<file path="config.mk">
export PLATFORM = sky130hd
export DESIGN_NAME = mux_2x1
export DESIGN_NICKNAME = d
export VERILOG_FILES = /design/src/rtl/mux_pkg.sv /design/src/rtl/mux_2x1_core.sv /design/src/rtl/mux_2x1.sv
export SDC_FILE = /design/constraint.sdc
export NUM_CORES = 1
export LEC_CHECK = 0
export BUFFER_PORTS_ARGS = -buffer_cell sky130_fd_sc_hd__clkbuf_2
export CORE_ASPECT_RATIO = 0.75
export CORE_UTILIZATION = 35
export DETAILED_ROUTE_END_ITERATION = 8
export PLACE_DENSITY = 0.75
export RECOVER_POWER = 50
export SETUP_SLACK_MARGIN = 0.3
export SLEW_MARGIN = 0
export SYNTH_ARGS = -nofsm -noshare
export SYNTH_HDL_FRONTEND = slang
export SYNTH_SLANG_ARGS = --single-unit
</file>
<file path="constraint.sdc">
create_clock -name clk -period 0.9 [get_ports clk]
set_input_delay 0.045 -clock clk [delete_from_list [all_inputs] [get_ports clk]]
set_output_delay 0.045 -clock clk [all_outputs]
set_load 0.02 [all_outputs]
</file>
<file path="src/rtl/mux_pkg.sv">
// Shared definitions for the 2-to-1 word multiplexer.
//   MUX_DEFAULT_WIDTH : default data width used by mux_2x1 and mux_2x1_core
//   SEL_IN0 / SEL_IN1 : select encodings for in0 / in1
package mux_pkg;

  localparam int unsigned MUX_DEFAULT_WIDTH = 32;

  localparam logic SEL_IN0 = 1'b0;
  localparam logic SEL_IN1 = 1'b1;

endpackage : mux_pkg

</file>
<file path="src/rtl/mux_2x1_core.sv">
// Combinational 2-to-1 word selector.
// Ports:
//   in0 [WIDTH] : data returned when sel selects in0
//   in1 [WIDTH] : data returned when sel selects in1
//   sel         : 0 -> in0, 1 -> in1; any unknown value falls back to in0
//   out [WIDTH] : selected word, zero latency
module mux_2x1_core
  import mux_pkg::*;
#(
  parameter int unsigned WIDTH = MUX_DEFAULT_WIDTH
) (
  input  logic [WIDTH-1:0] in0,
  input  logic [WIDTH-1:0] in1,
  input  logic             sel,
  output logic [WIDTH-1:0] out
);

  // A case with a default arm (rather than ?:) sends an X/Z select to in0
  // instead of merging both inputs into X.
  always_comb begin
    out = in0;
    case (sel)
      SEL_IN1: out = in1;
      SEL_IN0: out = in0;
      default: out = in0;
    endcase
  end

endmodule : mux_2x1_core

</file>
<file path="src/rtl/mux_2x1.sv">
// Parameterised 2-to-1 word multiplexer with a combinational result and a
// registered copy of it. Optional parity bit on the registered copy, enabled
// by defining MUX_2X1_PARITY_EN.
// Ports:
//   clk           : rising-edge clock
//   rst           : synchronous active-high reset, has priority over en
//   in0, in1      : WIDTH-bit data inputs
//   sel           : select, 0 -> in0, 1 -> in1
//   en            : load enable for out_q / sel_q (/ out_par)
//   out   [WIDTH] : combinational mux result, never reset
//   out_q [WIDTH] : out registered on enabled edges, resets to 0
//   sel_q         : sel registered alongside out_q, resets to 0
//   out_par       : (MUX_2X1_PARITY_EN only) XOR-reduction of out_q, resets to 0
module mux_2x1
  import mux_pkg::*;
#(
  parameter int unsigned WIDTH = MUX_DEFAULT_WIDTH
) (
  input  logic             clk,
  input  logic             rst,
  input  logic [WIDTH-1:0] in0,
  input  logic [WIDTH-1:0] in1,
  input  logic             sel,
  input  logic             en,
  output logic [WIDTH-1:0] out,
  output logic [WIDTH-1:0] out_q,
  output logic             sel_q
`ifdef MUX_2X1_PARITY_EN
  ,
  output logic             out_par
`endif
);

  mux_2x1_core #(
    .WIDTH (WIDTH)
  ) u_core (
    .in0 (in0),
    .in1 (in1),
    .sel (sel),
    .out (out)
  );

  always_ff @(posedge clk) begin
    if (rst) begin
      out_q <= '0;
      sel_q <= SEL_IN0;
    end else if (en) begin
      out_q <= out;
      sel_q <= sel;
    end
  end

`ifdef MUX_2X1_PARITY_EN
  // Parity is taken from the word being loaded so it lines up with out_q
  // on the same edge instead of lagging it by one cycle.
  always_ff @(posedge clk) begin
    if (rst) begin
      out_par <= 1'b0;
    end else if (en) begin
      out_par <= ^out;
    end
  end
`endif

endmodule : mux_2x1

</file>
# Word level (Yosys, flattened, before mapping)
# Index checks and enable logic that the tools add are counted.
# totals
regBits,33
wordCells,4
input_bits,68
# op_classes
muxes,1
bitwise_logic,1
# op_table
op,n
case mux 32 bit (2 select lines),1
inverter 1 bit,1

# Logic depth before layout (Yosys ltp)
# depth
depth_word,2
mapped_depth,4
ltp_nobuf,2

# By module
# A second synthesis with hierarchy kept.
# unflattened
cells_unflattened,143
hier_area_um2,1746.7
# modules_own_cells
module,area_each_um2,n_inst,cells_each,seq_area_each_um2
mux_2x1,1202.4,1,107,660.6
mux_2x1_core,544.3,1,36,0.0

# Worst setup path after synthesis
# Ideal clock, no wire load.
# synth_timing
kind,input -> register
start,in sel
end,reg out_q[10]
setup_time_ns,0.115
slack_ns,-0.025
stages,4
t_required_ns,0.785
t_arrival_ns,0.810
n_path_buf,2
cell_sequence,buf_6 buf_12 mux2_4 o21a_1
# synth_between
elab_chain_len,2
# synth_lines
item,line,rtl
"start, declared",mux_2x1.sv:23,"input logic sel,"
inverter 1 bit,mux_2x1_core.sv:22,case (sel)
case mux 32 bit (2 select lines) *,mux_2x1_core.sv:22,
named net out[10],mux_2x1.sv:25,"output logic [WIDTH-1:0] out,"
"end signal, assigned",mux_2x1.sv:48,out_q <= out;
"end, declared",mux_2x1.sv:26,"output logic [WIDTH-1:0] out_q,"
# Mark *: on every way through the listed nets, which the timed path passes. The rest lies on a longest branch.
# A chain may end at the register's enable or synchronous reset.

# Final worst setup path
# layout_timing
start,in sel
end,out out[5]
# layout_between
elab_chain_len,2
# layout_lines
item,line
inverter 1 bit,mux_2x1_core.sv:22
case mux 32 bit (2 select lines) *,mux_2x1_core.sv:22
"end, declared",mux_2x1.sv:25
# Mark *: on every way between the ends. The rest lies on a longest branch, timed or not.

==> run_results.csv <==
group,metric,value,unit
outcome,outcome,"finished, final reports clean",
clock_network,numCtsBuffers,5,
power,power.ir.vdd_worst,729,µV
yosys,synth_warn,0,
clock_network,cts.sink_count,33,
clock_network,worst_skew_pair.late_latency,0.27,ns
finish,synthToLayoutAreaGrowth,96.6,%
floorplan,die_h,64.5,µm
yosys,post_synth_instance_area,1830,µm²
floorplan,starting_density_of_the_core,36.8,%
timing,worst_tran_pin_value,0.211,ns
worst_setup_path,path_max_fanout,8,
worst_setup_path,path_cells,"clkbuf_16 > buf_16 > mux2_4 > buf_8",
timing,worst_slack,0.0347,ns
finish,finalNetCount,363,
timing,post-route-period-util,96.1,%
clock_network,cts.htree.levels,2,
drt,routed_wl,6080,µm
timing,unrepaired_setup_endpoints_after_global_routing,"yes",
timing,setup_violations,0,
finish,sequential_cell_area,681,µm²
worst_setup_path,slowest_stage,"mux2_4",
global_route,grt_pass1_wl,8950,µm
place,place_ws,-0.177,ns
finish,final_layout_size_suffix_gt1_share,78.7,%
timing,hold_viol_final,0,
drt,dr_total_vias,1730,
place,routabilityCongestion,0.668,
worst_setup_path,critPathArrivalTime,0.82,ns
timing,final.min_clock_period,0.865,ns
worst_setup_path,timing.critical_path.from,"sel",
yosys,syn-num-nets,214,
yosys,postSynthCellCount,146,
floorplan,core_area,4950,µm²
yosys,synth.ff_latch_count,33,
job,max_cap_violations,0,
min_path,hold_class,"input port to register",
timing,max-slew-margin-rel,85.9,%
floorplan,fp.dieArea,5510,µm²
finish,multi_input_comb_area,1200,µm²
global_route,grt_antenna_before_repair,0,
timing,finalSetupTns,0,ns
worst_setup_path,cp_data_required_time,0.85,ns
drt,drt_iter0_markers,35,
clock_network,clock_tree_from_tritoncts,"yes",
yosys,synth_area_leaders,"dfxtp_1 (36%), mux2_4 (24%), o21ba_2 (18%)",
worst_setup_path,crit_path_max_incr_delay,0.32,ns
min_path,min_delay_path_depth,3,
timing,timing.final.max_slew_violations,0,
place,io_buffer_count,132,
worst_setup_path,worstRegToRegCells,2,
yosys,synth.yosys.seq_area_share,36.2,%
worst_setup_path,worstSetupEndpointType,"output port",
floorplan,number_of_top_level_pins,133,
yosys,yosys_cell_types,12,
global_route,grt_overflow,0,
timing,clock_skew,0,ns
drt,route.detailed.vias_per_inst,4.86,
global_route,grt_max_degree,34,
clock_network,worst_setup_hold_path_clk_slew,0.06,ns
power,p_leak,1.72,nW
global_route,via_count_of_the_first_global_routing_pass,1810,
floorplan,placementRows,22,
timing,max_freq,1160,MHz
min_path,hold_start,"in1[23]",
yosys,synth.avg_cell_area,12.5,µm²
worst_setup_path,start_kind,"input port",
drt,wl_per_cell,17.1,µm
worst_setup_path,timing_worst_setup_path_type,"input port to output port",
power,powerDensity,1290,nW/µm²
drt,drt_first_pass_iters,4,
global_route,groute.usage.overall,21.3,%
drt,detail_route.drc_violations,0,
finish,antenna-diode-count,0,
finish,fill_cells,332,
drt,antenna_left,0,
clock_network,clockRootBuffer,"clkbuf_8",
yosys,synthDominantAreaCellType,"dfxtp_1",
floorplan,die_w,85.4,µm
worst_setup_path,reg2reg_from,"out_q[5]",
yosys,post-synth-top-area-fraction,36.2,%
clock_network,buffer_depth_of_the_longest_clock_path,2,
## flip-flops by register name, summed over array words and instances, names as in the netlist
register,flops
out_q,32
sel_q,1
## power by group
part	leakage (nW)	internal (mW)	switching, mW
clock	0.0395	0.549	0.511
combinational	1.40	1.15	0.739
sequential	0.278	1.57	0.106
## layout by cell type, fill, tap and decap left out, types with 2 or more instances in the layout
master / Yosys / final
buf_12: 3 / 5
dfxtp_4: 0 / 4
o21a_1: 32 / 32
clkbuf_8: 0 / 5
buf_16: 0 / 2
mux2_4: 29 / 32
buf_6: 1 / 20
o21ba_4: 0 / 23
clkbuf_1: 3 / 3
o21ba_2: 32 / 9
dfxtp_2: 0 / 4
dfxtp_1: 33 / 25
clkbuf_2: 0 / 73
buf_4: 0 / 6
buf_8: 0 / 49
## worst max-delay path: cells and delay by family
family	cells	cell delay [ns]
buffers and inverters	3	0.44
muxes	1	0.32
## cell families after synthesis
family                 Yosys count  synth area share, %
DFF                             33                 36.2
AOI/OAI and AO/OA               64                 30.7
and+or+nand+nor                  1                0.205
muxes                           33                 26.3
buffers and inverters           15                 6.65
## worst paths after layout
check	slack, ns	endpoint
setup reg to reg	0.14	out_q[5]
setup / recovery	0.03	out[5]
hold reg to reg	0.55	sel_q
hold / removal	0.11	out_q[23]
## final cells by class
class	count	area share, %
timing repair buffer	156	43.2
tap	60	2.09
multi-input combinational	98	33.4
sequential	33	19.0
inverter	1	0.105
clock buffer	8	2.23
## synthesized netlist by cell type
master	count
buf_12	3
buf_2	7
buf_6	1
clkbuf_1	3
dfxtp_1	33
inv_1	1
mux2_2	3
mux2_4	29
mux2i_1	1
nor2_1	1
o21a_1	32
o21ba_2	32
## layer usage
metal	track usage, %	vias up	part of all wire, %
met3	5.86	9	7.4
met2	40.3	86	53
met1	22.6	814	38
met4	8.33	0	1.4
li1	-	821	-
met5	0	-	0
## per-stage QoR
step | hold WS, ns | utilization (%) | cell area, µm² | power, mW | std cells
finish | 0.106 | 72.4 | 3590 | 4.63 | 356
global route | 0.111 | 72.4 | 3590 | 4.85 | 356
CTS | 0.0878 | 70.6 | 3500 | 4.51 | 351
detailed placement | 0.381 | 51.7 | 2560 | 2.90 | 331
global placement | 0.375 | 51.7 | 2560 | 2.88 | 331
floorplan | 0.255 | - | 1850 | 2.49 | 146
## timing repair
item | 4_1_cts | 5_1_grt
gates cloned | 2 | 0
buffers inserted | 10 | 5
hold buffers | 0 | 0
pin swaps | 1 | 2
setup endpoints to repair | 97 | 98
resized for setup | 176 | 92
Note: power is estimated with default switching activity, not from simulation.
